$ cat config.mk
export PLATFORM = sky130hd
export DESIGN_NAME = arcade_input
export DESIGN_NICKNAME = d
export VERILOG_FILES = /design/src/rtl/arcade_input_pkg.sv /design/src/rtl/arcade_input_coin_start_seq.sv /design/src/rtl/arcade_input.sv
export SDC_FILE = /design/constraint.sdc
export NUM_CORES = 1
export LEC_CHECK = 0
export ABC_AREA = 0
export BUFFER_PORTS_ARGS = -buffer_cell sky130_fd_sc_hd__buf_2
export CAP_MARGIN = 5
export CELL_PAD_IN_SITES_DETAIL_PLACEMENT = 0
export CELL_PAD_IN_SITES_GLOBAL_PLACEMENT = 1
export CORE_UTILIZATION = 41
export DETAILED_ROUTE_END_ITERATION = 8
export PLACE_DENSITY_LB_ADDON = 0.3
export SLEW_MARGIN = 20
export SYNTH_ARGS = -nofsm -noshare
export SYNTH_HDL_FRONTEND = slang
export SYNTH_SLANG_ARGS = --single-unit
$ cat constraint.sdc
create_clock -name CLK -period 3 [get_ports CLK]
set_clock_uncertainty 0.2 [all_clocks]
set_input_delay 0.6 -clock CLK [delete_from_list [all_inputs] [get_ports CLK]]
set_output_delay 0.6 -clock CLK [all_outputs]
set_load 0.1 [all_outputs]
$ cat src/rtl/arcade_input_pkg.sv
// arcade_input_pkg: shared sequencer states, scan codes and bit indices for arcade_input
package arcade_input_pkg;
  typedef enum logic [1:0] {IDLE, COIN, GAP, START} seq_state_t;
  localparam logic [7:0] SC_UP = 8'h75, SC_DOWN = 8'h72, SC_LEFT = 8'h6B, SC_RIGHT = 8'h74;
  localparam logic [8:0] SC_FIRE_A = 9'h029, SC_FIRE_B = 9'h014, SC_START1 = 9'h005, SC_START2 = 9'h006;
  localparam int IN0_UP = 0, IN0_LEFT = 1, IN0_RIGHT = 2, IN0_DOWN = 3, IN0_FIRE = 4, IN0_COIN = 5;
  localparam int IN1_START1 = 5, IN1_START2 = 6;
  localparam int JOY_R = 0, JOY_L = 1, JOY_D = 2, JOY_U = 3, JOY_FIRE = 4, JOY_START1 = 5, JOY_START2 = 6;
endpackage

$ cat src/rtl/arcade_input_coin_start_seq.sv
// coin_start_seq: start-edge triggered coin pulse, gap, then latched start pulse
module coin_start_seq
  import arcade_input_pkg::*;
#(
  parameter int COIN_CYCLES  = 2400000,
  parameter int GAP_CYCLES   = 1200000,
  parameter int START_CYCLES = 2400000,
  parameter int CNT_W        = 22
) (
  input  logic clk,
  input  logic rst,
  input  logic btn1,
  input  logic btn2,
  output logic coin,
  output logic start1,
  output logic start2
);
  localparam logic [CNT_W-1:0] C_END = CNT_W'(COIN_CYCLES - 1);
  localparam logic [CNT_W-1:0] G_END = CNT_W'(GAP_CYCLES - 1);
  localparam logic [CNT_W-1:0] S_END = CNT_W'(START_CYCLES - 1);
  seq_state_t state_q, state_n;
  logic [CNT_W-1:0] cnt_q;
  logic [1:0] s_q, s_q2, rise;
  logic req2_q;
  assign rise = s_q & ~s_q2;
  always_ff @(posedge clk or posedge rst)
    if (rst) begin
      state_q <= IDLE;
      cnt_q   <= '0;
      s_q     <= 2'b11;
      s_q2    <= 2'b11;
      req2_q  <= 1'b0;
    end else begin
      state_q <= state_n;
      cnt_q   <= (state_n != state_q || state_q == IDLE) ? '0 : cnt_q + 1'b1;
      s_q     <= {btn2, btn1};
      s_q2    <= s_q;
      req2_q  <= (state_q == IDLE && |rise) ? ~rise[0] : req2_q;
    end
  always_comb
    state_n = state_q == IDLE  ? (|rise ? COIN : IDLE) :
              state_q == COIN  ? (cnt_q == C_END ? GAP : COIN) :
              state_q == GAP   ? (cnt_q == G_END ? START : GAP) :
                                 (cnt_q == S_END ? IDLE : START);
  always_comb begin
    coin   = state_q == COIN;
    start1 = state_q == START && !req2_q;
    start2 = state_q == START && req2_q;
  end
endmodule

$ cat src/rtl/arcade_input.sv
// arcade_input: PS/2 + joystick merge, rotation, 4-way arbiter (ARCADE_INPUT_4WAY_EN) and coin/start sequencer
module arcade_input
  import arcade_input_pkg::*;
#(
  parameter int COIN_CYCLES  = 2400000,
  parameter int GAP_CYCLES   = 1200000,
  parameter int START_CYCLES = 2400000,
  parameter int CNT_W        = 22
) (
  input  logic        CLK,
  input  logic        RESET,
  input  logic [10:0] ps2_key,
  input  logic [15:0] joy0,
  input  logic [15:0] joy1,
  input  logic        rotate,
  output logic [7:0]  in0,
  output logic [7:0]  in1
);
  logic [10:0] ps2_q;
  logic tog_q;
  logic [6:0] key_q, hit, btn;
  logic [3:0] dir, dir_q, dir_out;
  logic [7:4] hi_q;
  logic coin, start1, start2;
  logic unused;
  assign unused = ^{joy0[15:7], joy1[15:7]};
  always_comb begin
    hit = '0;
    hit[JOY_U] = ps2_q[7:0] == SC_UP;
    hit[JOY_D] = ps2_q[7:0] == SC_DOWN;
    hit[JOY_L] = ps2_q[7:0] == SC_LEFT;
    hit[JOY_R] = ps2_q[7:0] == SC_RIGHT;
    hit[JOY_FIRE] = ps2_q[8:0] == SC_FIRE_A || ps2_q[8:0] == SC_FIRE_B;
    hit[JOY_START1] = ps2_q[8:0] == SC_START1;
    hit[JOY_START2] = ps2_q[8:0] == SC_START2;
    btn = key_q | joy0[6:0] | joy1[6:0];
    dir = '0;
    dir[IN0_UP]    = rotate ? btn[JOY_L] : btn[JOY_U];
    dir[IN0_DOWN]  = rotate ? btn[JOY_R] : btn[JOY_D];
    dir[IN0_LEFT]  = rotate ? btn[JOY_D] : btn[JOY_L];
    dir[IN0_RIGHT] = rotate ? btn[JOY_U] : btn[JOY_R];
  end
  always_ff @(posedge CLK or posedge RESET)
    if (RESET) begin
      ps2_q <= '0;
      tog_q <= 1'b0;
      key_q <= '0;
      dir_q <= '0;
      hi_q  <= '1;
      in1   <= 8'hFF;
    end else begin
      ps2_q <= ps2_key;
      tog_q <= ps2_q[10];
      key_q <= (ps2_q[10] != tog_q) ? (key_q & ~hit) | ({7{ps2_q[9]}} & hit) : key_q;
      dir_q <= dir;
      hi_q  <= '1;
      hi_q[IN0_COIN] <= ~coin;
      hi_q[IN0_FIRE] <= ~btn[JOY_FIRE];
      in1   <= 8'hFF;
      in1[IN1_START1] <= ~start1;
      in1[IN1_START2] <= ~start2;
    end
`ifdef ARCADE_INPUT_4WAY_EN
  logic [3:0] dir_q2, mask_q, mask, rise;
  always_comb begin
    rise = dir_q & ~dir_q2;
    mask = rise[IN0_UP]    ? 4'b0001 << IN0_UP :
           rise[IN0_DOWN]  ? 4'b0001 << IN0_DOWN :
           rise[IN0_LEFT]  ? 4'b0001 << IN0_LEFT :
           rise[IN0_RIGHT] ? 4'b0001 << IN0_RIGHT : mask_q;
    dir_out = dir_q & mask;
  end
  always_ff @(posedge CLK or posedge RESET)
    if (RESET) begin
      dir_q2 <= '0;
      mask_q <= '0;
    end else begin
      dir_q2 <= dir_q;
      mask_q <= mask;
    end
`else
  assign dir_out = dir_q;
`endif
  assign in0 = {hi_q, ~dir_out};
  coin_start_seq #(
    .COIN_CYCLES(COIN_CYCLES),
    .GAP_CYCLES(GAP_CYCLES),
    .START_CYCLES(START_CYCLES),
    .CNT_W(CNT_W)
  ) u_seq (
    .clk(CLK),
    .rst(RESET),
    .btn1(btn[JOY_START1]),
    .btn2(btn[JOY_START2]),
    .coin(coin),
    .start1(start1),
    .start2(start2)
  );
endmodule

After elaboration in Yosys (flattened, before gate mapping)
Cells that the tools add are included.

cells by class
  $add $sub $neg = 1
  multiply operators = 0
  divide/modulo/power cells = 0
  order comparisons = 0
  eq/ne operators = 15
  shift-type cells = 0
  muxes and demuxes = 12
  bitwise operators = 14
  reductions and logical operators = 8

operators with widths
  cell                                                   count
  equality test 8 x 7 -> 1 bit, second input constant    4
  adder 22 x 1 -> 22 bit, second input constant          1
  equality test 22 x 21 -> 1 bit, second input constant  1
  equality test 22 bit, second input constant            1
  two-way mux 22 bit                                     1
  bitwise OR 7 bit                                       3
  equality test 9 x 3 -> 1 bit, second input constant    2
  bitwise AND 7 bit                                      2
  two-way mux 2 bit                                      5
  equality test 9 x 5 -> 1 bit, second input constant    1
  equality test 9 x 6 -> 1 bit, second input constant    1
  inverter 7 bit                                         1
  two-way mux 1 bit                                      6
  inverter 1 bit                                         5
  equality test 2 bit, second input constant             2
  inverter 4 bit                                         1
  logical AND 1 bit                                      3
  bitwise AND 2 bit                                      1
  equality test 2 x 1 -> 1 bit, second input constant    1
  logical NOT 2 bit                                      1
  logical OR 1 bit                                       2
  inequality test 2 bit                                  1
  inverter 2 bit                                         1
  OR reduction 2 bit                                     1
  2 further kinds                                        2

storage, ports and cells
  flip-flop bits (word level) = 56
  latch bits = 0
  memory bits (writable) = 0
  memory bits (read-only) = 0
  input bits = 46
  output and inout bits = 16
  word-level logic and storage cells = 61
  memories kept = 0

Longest topological paths before layout
Gate-level depths: netlist (run 1).

  depth after elaboration = 8
  depth in mapped cells = 6
  mapped depth without buffers = 5

Hierarchy
From an unflattened synthesis (run 1), not the netlist that was laid out.

second synthesis, totals
  cells, all modules = 232
  area, all modules = 2628.8 sq um

modules (own cells, without submodules)
  module          times used  cells each  area each (sq um)  seq. area each (sq um)
  coin_start_seq  1           149         1556.5             730.7
  arcade_input    1           83          1072.3             680.7

Worst setup path after synthesis (run 1)
Ideal clock, no wire load.

  path kind = register to register
  start = register tog_q
  end = register with a tool-made name
  setup time = 125 ps
  data arrival time = 1769 ps
  required time = 2675 ps
  path slack = 907 ps
  cell stages (with the launch flop) = 5
  path buffers = 0
  clock period less this slack = 2093 ps
  cells stage by stage = dfrtp_1 xor2_1 or4b_2 nor4bb_1 mux2_2

RTL lines
  what                    line                RTL
  from (decl)             arcade_input.sv:20  logic tog_q;
  from (signal assigned)  arcade_input.sv:53  tog_q <= ps2_q[10];

Worst setup path in the final report (run 1)
  start = register u_seq.cnt_q[0]
  end = register u_seq.cnt_q[14]

on the way
  longest elaborated chain between the ends = 8
  elaborated cells on any way between the ends = 12
  those cells by class = add/sub (1); eq/ne (3); mux (7); reduce/logical (1)

ends and longest elaborated chain
  what                                                                    line                                                                                                     RTL
  from (decl)                                                             arcade_input_coin_start_seq.sv:22                                                                        logic [CNT_W-1:0] cnt_q;
  from (signal assigned)                                                  arcade_input_coin_start_seq.sv:35                                                                        cnt_q <= (state_n != state_q || state_q == IDLE) ? '0 : cnt_q + 1'b1;
  equality test 22 bit or equality test 22 x 21 -> 1 bit (tied branches)  arcade_input_coin_start_seq.sv:42, arcade_input_coin_start_seq.sv:44, arcade_input_coin_start_seq.sv:43
  two-way mux 2 bit or two-way mux 1 bit (tied branches)                  arcade_input_coin_start_seq.sv:44, arcade_input_coin_start_seq.sv:43
  two-way mux 2 bit                                                       arcade_input_coin_start_seq.sv:43                                                                        state_q == GAP ? (cnt_q == G_END ? START : GAP) :
  two-way mux 2 bit                                                       arcade_input_coin_start_seq.sv:42                                                                        state_q == COIN ? (cnt_q == C_END ? GAP : COIN) :
  two-way mux 2 bit                                                       arcade_input_coin_start_seq.sv:41                                                                        state_n = state_q == IDLE ? (|rise ? COIN : IDLE) :
  inequality test 2 bit                                                   arcade_input_coin_start_seq.sv:35
  logical OR 1 bit                                                        arcade_input_coin_start_seq.sv:35
  two-way mux 22 bit (*)                                                  arcade_input_coin_start_seq.sv:35

Every way passes the cells marked *; elsewhere a longest branch is shown, timed or not.
A chain may end at the register's enable or synchronous reset.

==> results of run 1 <==
## kinds of logic (layout without fill, tap and decap cells)
logic type                 Yosys count  in the layout  synth area share [%]
AOI/OAI and AO/OA                   36             36                 9.356
adders and majority gates            1              1                0.4923
muxes                               11             11                 4.678
buffers and inverters               23             58                 4.825
and+or+nand+nor                     80             80                 20.14
xor gates and xnor gates            14             14                 4.825
DFF                                 56             56                 55.54
other                                1              8                0.1476
## layer usage
layer | track usage, % | part of all wire (%)
met1 | 22.66 | 49
met5 | 0 | 0
met4 | 5.893 | 1.6
met3 | 3.068 | 3.4
met2 | 24.58 | 46
## critical path, delay by kind of cell (launching register included)
| kind | cells | cell delay, ns |
|---|---|---|
| AND/OR/NAND/NOR | 2 | 0.51 |
| buffers and inverters | 1 | 0.23 |
| AO/OA/AOI/OAI | 2 | 0.54 |
| adder cells (fa/ha/maj) | 1 | 0.31 |
| flip-flops | 1 | 0.46 |
## power by group
part	switching [mW]	internal (mW)	leakage (nW)
registers	0.0777	0.819	0.694
logic	0.154	0.0783	0.548
clock network	0.247	0.166	0.0445
## Yosys cell counts (2+ instances only)
cell	n
nor4_1	6
or4_1	2
clkbuf_1	2
nand4b_1	2
xnor2_1	7
inv_1	8
buf_4	8
mux2i_1	4
nor4bb_1	4
nor3b_1	2
dfrtp_1	48
buf_2	5
nand2_1	10
a22oi_1	4
xor2_1	7
mux2_2	7
nor4b_1	2
o21ai_0	7
a22oi_2	3
nand3_1	11
dfstp_2	8
or3_1	9
nor3_1	10
nand4_1	8
nand2b_1	3
a21oi_1	14
## area by class of cell
cell class                      instances  area, um2
Fill cell                             569       3057
Sequential cell                        56       1411
Multi-Input combinational cell        150       1046
Timing Repair Buffer                   42      227.7
Tap cell                               75      93.84
Clock buffer                            5      68.82
Inverter                                8      30.03
Clock inverter                          3      21.27
## worst min-delay path by stage
stage	to	slack [ns]	depth (start not counted)
floorplan	u_seq.s_q2[0]	0.15	0
global placement	u_seq.s_q2[0]	0.16	0
detailed placement	u_seq.s_q2[0]	0.16	0
CTS	ps2_q[10]	0.17	2
global route	ps2_q[6]	0.17	1
finish	u_seq.cnt_q[16]	0.16	2
## layout by cell type, fill, tap and decap left out, types with 8 or more instances in the layout
cell type / netlist / routed
a21oi_1: 14 / 14
buf_2: 5 / 35
conb_1: 1 / 8
dfrtp_1: 48 / 48
dfstp_2: 8 / 8
nand2_1: 10 / 10
nand3_1: 11 / 11
nand4_1: 8 / 8
nor3_1: 10 / 10
or3_1: 9 / 9
==> results.yml, run 1 <==
clocking:
  cts_root_buf: "clkbuf_8"
  cts_max_level: 2
  clk_latency_ns: 0.31
  cts_setup_buffers: 0
  clkSinkCount: 56
  cts_resized: 0
  clkTransAtPathRegs_ns: 0.11
  cts_buffers: 5
  cts_tree: "built"
  clk_path_buf_depth: 2
  holdBufCountCts: 0
setup_path:
  worst_r2r_startpoint: "u_seq.cnt_q[0]"
  cp-start-kind: "register"
  crit_required_ns: 3.00
  crit_fanout: 10
  worstReg2RegEnd: "u_seq.cnt_q[14]"
  reg2regPathDepth: 6
  endpoint: "u_seq.cnt_q[14]"
  crit_path_top_delay_cell: "dfrtp_1"
  crit_type: "register to register"
  endpoint_kind: "register"
  cpPeakStageDelay_ns: 0.46
  crit_path_start: "u_seq.cnt_q[0]"
  path_cells: "ha_1 > nand3_1 > or2_2 > o31ai_2 > buf_4 > o2bb2a_1"
  arrival_ns: 2.34
  rrSetupSlack_ns: 0.66
sta:
  setup_violations: 0
  fin_setup_tns_ns: 0
  hold_slack_ns: 0.1564
  hold_violations: 0
  post-route-period-util_pct: 78.15
  setup_slack_ns: 0.6554
  rsz0062_at_grt: "false"
  tightest_slew_ns: 0.6257
  min_period_ns: 2.345
  fmax_mhz: 426.5
  slew_headroom_pct: 58.23
  finalMaxSlewViolations: 0
floorplan:
  die_w_um: 80.73
  io_pins: 62
  rows: 28
  coreArea_mm2: 0.005956
  die_area_mm2: 0.006517
  start_util_pct: 42.67
  die_height_um: 80.73
drt:
  drtIter0Drc: 60
  wl_per_cell_um: 13.81
  via_count: 1775
  drc: 0
  drt_wl_total_um: 4681
  ant_nets: 0
  drtPass1Iterations: 4
  viasPerCell: 5.236
synth:
  synth_top_cell_by_area: "dfrtp_1"
  ys_warn_count: 0
  ys_seq_elements: 56
  netlist_area_mm2: 0.002541
  syn_inst: 222
  yosys-top-cells-area: "dfrtp_1 47%, dfstp_2 8.3%, mux2_2 3.1%, a21oi_1 2.8%, xnor2_1 2.4%"
  yosysUniqueCellTypes: 47
  async_reset_ff_share_pct: 100.0
  synth_seq_area_share_pct: 55.54
  synthFlopType: "dfrtp_1"
  synth_area_per_cell_um2: 11.45
  synth_edf_count: 0
  synth_top_area_share_pct: 47.27
pwr:
  vdd.ir_drop.worst_v: 0.0002612
  total_power_mw: 1.543
  p_leak_nw: 1.286
  p_per_area_mw_per_mm2: 532.1
global_route:
  grt_first_pass_wirelength_um: 7955
  grt_pass1_vias: 1626
  grt_remaining_overflow: 0
  antenna_found_initial: 0
  grt_max_degree: 32
  grtUsageTotal_pct: 16.09
run_status:
  status: "finished clean"
cells_and_area:
  fin_area_mm2: 0.002899
  utilization_pct: 48.68
  insertedDiodeCount: 0
  area_delta_synth_final_pct: 14.08
  final_cell_count_no_fill: 339
  layout.nets: 310
  drive_above_1_share_pct: 28.79
placement:
  dp_cells: 331
  port_buffers: 35
  detailed_place.area_mm2: 0.002809
  finalWeightedCongestion: 0.7286
  place_ws_ns: 0.6635
  dpl.hpwl_um: 3400
min_path:
  min_path_type: "input pin to async pin"
run:
  drv_cap: 0
No activity file was read; power rests on OpenSTA's default activity.
==> run 2, diff against run 1 <==
CORE_UTILIZATION = 37   (was 41)
clock period = 1.9 ns   (was 3 ns; I/O delays follow)
==> run 2 against run 1 <==
Net effect:
- the run now ends with negative setup slack left
- total power up 74%
- combinational power grew to 2.8 times the previous value
- worst setup slack got worse by 0.79 ns
- critical path depth decreased by 2
- design area up 27%
- final cell count up 19%
==> results.yml, run 2 (same netlist as run 1, synthesis figures left out) <==
pwr:
  total_power_mw: 2.687
  p_per_area_mw_per_mm2: 728.6
  p_leak_nw: 1.641
  vdd.ir_drop.worst_v: 0.0004203
global_route:
  grt_max_degree: 57
  grt_remaining_overflow: 0
  grt_first_pass_wirelength_um: 9487
  antenna_found_initial: 0
  grtUsageTotal_pct: 16.42
  grt_pass1_vias: 2031
sta:
  finalMaxSlewViolations: 0
  setup_violations: 16
  fmax_mhz: 491.5
  setup_slack_ns: -0.1345
  hold_slack_ns: 0.05665
  hold_violations: 0
  post-route-period-util_pct: 107.1
  rsz0062_at_grt: "true"
  min_period_ns: 2.035
  fin_setup_tns_ns: -1.152
drt:
  viasPerCell: 5.094
  drtIter0Drc: 113
  drtPass1Iterations: 6
  drt_wl_total_um: 5564
  ant_nets: 0
  wl_per_cell_um: 13.74
  via_count: 2063
  drc: 0
setup_path:
  crit_required_ns: 1.90
  rrSetupSlack_ns: -0.13
  path_buf_inv: 0
  cpPeakStageDelay_ns: 0.54
  path_cells: "xor2_1 > or4b_4 > nor4bb_4 > mux2_4"
  worst_r2r_startpoint: "tog_q"
  cp_top_family: "simple AND/OR/NAND/NOR gates"
  crit_fanout: 3
  crit_type: "register to register"
  crit_path_top_delay_cell: "or4b_4"
  endpoint_kind: "register"
  arrival_ns: 2.03
  reg2regPathDepth: 4
  cp-start-kind: "register"
min_path:
  min_path_type: "input pin to register"
  hold_start: "joy1[6]"
  whs_endpoint: "u_seq.s_q[1]"
  min_path_cells: 2
floorplan:
  coreArea_mm2: 0.006495
  die_area_mm2: 0.007204
  io_pins: 62
  rows: 29
  die_w_um: 84.88
  die_height_um: 84.88
  start_util_pct: 39.13
clocking:
  cts_tree: "built"
  cts_max_level: 2
  clk_latency_ns: 0.30
  clkSinkCount: 56
  cts_buffers: 5
  clkTransAtPathRegs_ns: 0.10
  clk_path_buf_depth: 2
  cts_root_buf: "clkbuf_8"
placement:
  dp_cells: 364
  dpl.hpwl_um: 3630
  finalWeightedCongestion: 0.7558
  detailed_place.area_mm2: 0.003099
  port_buffers: 35
cells_and_area:
  final_common_cell: "buf_4"
  register_area_mm2: 0.001418
  final_cell_count_no_fill: 405
  layout.nets: 374
  multi_input_area_mm2: 0.001236
  area_delta_synth_final_pct: 45.15
  fillCellCount: 530
  fin_area_mm2: 0.003689
  mostFrequentLayoutCells: "44 x buf_4, 43 x dfrtp_1, 35 x buf_2"
  drive_above_1_share_pct: 47.87
  insertedDiodeCount: 0
run_status:
  violations: "negative setup slack"
  status: "complete, but fails checks"
run:
  drv_cap: 0
run 2: cell count changes in the layout (fill, tap and decap cells not counted), moves of 4 or more:
cell	change
buf_4	+37
dlygate4sd3_1	+14
buf_6	+10
a21oi_1	-8
a21oi_2	+8
dfrtp_1	-5
dfrtp_2	+5
nor4_1	-4
nor4_2	+4
run 2: cell type report:
| class | instances | area share, % |
|---|---|---|
| multi-input combinational | 150 | 33.51 |
| sequential | 56 | 38.43 |
| clock buffer | 5 | 1.866 |
| timing repair buffer | 106 | 22.05 |
| inverter | 8 | 0.9159 |
| tap | 77 | 2.612 |
| clock inverter | 3 | 0.6106 |
run 2: how the worst max path moves through the flow:
stage	depth (start not counted)	slack (ns)	end	start
floorplan	4	-0.04	register	tog_q
global placement	4	-0.14	register	tog_q
detailed placement	4	-0.16	register	ps2_q[10]
CTS	4	-0.13	register	ps2_q[10]
global route	6	-0.19	u_seq.cnt_q[19]	u_seq.cnt_q[7]
finish	4	-0.13	register	tog_q
run 2: through the flow:
stage	util, %	setup WS [ns]
floorplan	-	-0.04313
global placement	47.72	-0.1354
detailed placement	47.72	-0.1634
CTS	54.88	-0.1318
global route	56.79	-0.1949
finish	56.79	-0.1345
run 2: worst register-to-register path: cells and delay by family (launching register included):
family           cells  cell delay [ns]
flip-flops           1             0.38
AND/OR/NAND/NOR      2             0.85
multiplexers         1             0.32
XOR/XNOR             1             0.17
run 2: power by group:
part	leakage (nW)	switching, mW	total, mW	internal [mW]
Combinational	0.906	0.339	0.656	0.317
Sequential	0.686	0.0884	1.38	1.29
Clock	0.0485	0.387	0.652	0.265
Total	1.64	0.815	2.69	1.87
run 2: repair_timing:
item,in CTS,in global routing
cloned,1,0
endpoints found under the setup margin,26,27
hold buffers,14,0
resized for setup,29,22
setup buffers,14,6
hold endpoints to repair,60,0
pin swaps,20,12
run 2: routing by layer:
layer / wire length (um) / part of all wire, % / track usage, %
met5: 0 / 0 / 0
met4: 26 / 0.47 / 4.006
met3: 115 / 2.1 / 2.724
met1: 2654 / 48 / 23.13
met2: 2767 / 50 / 26.68
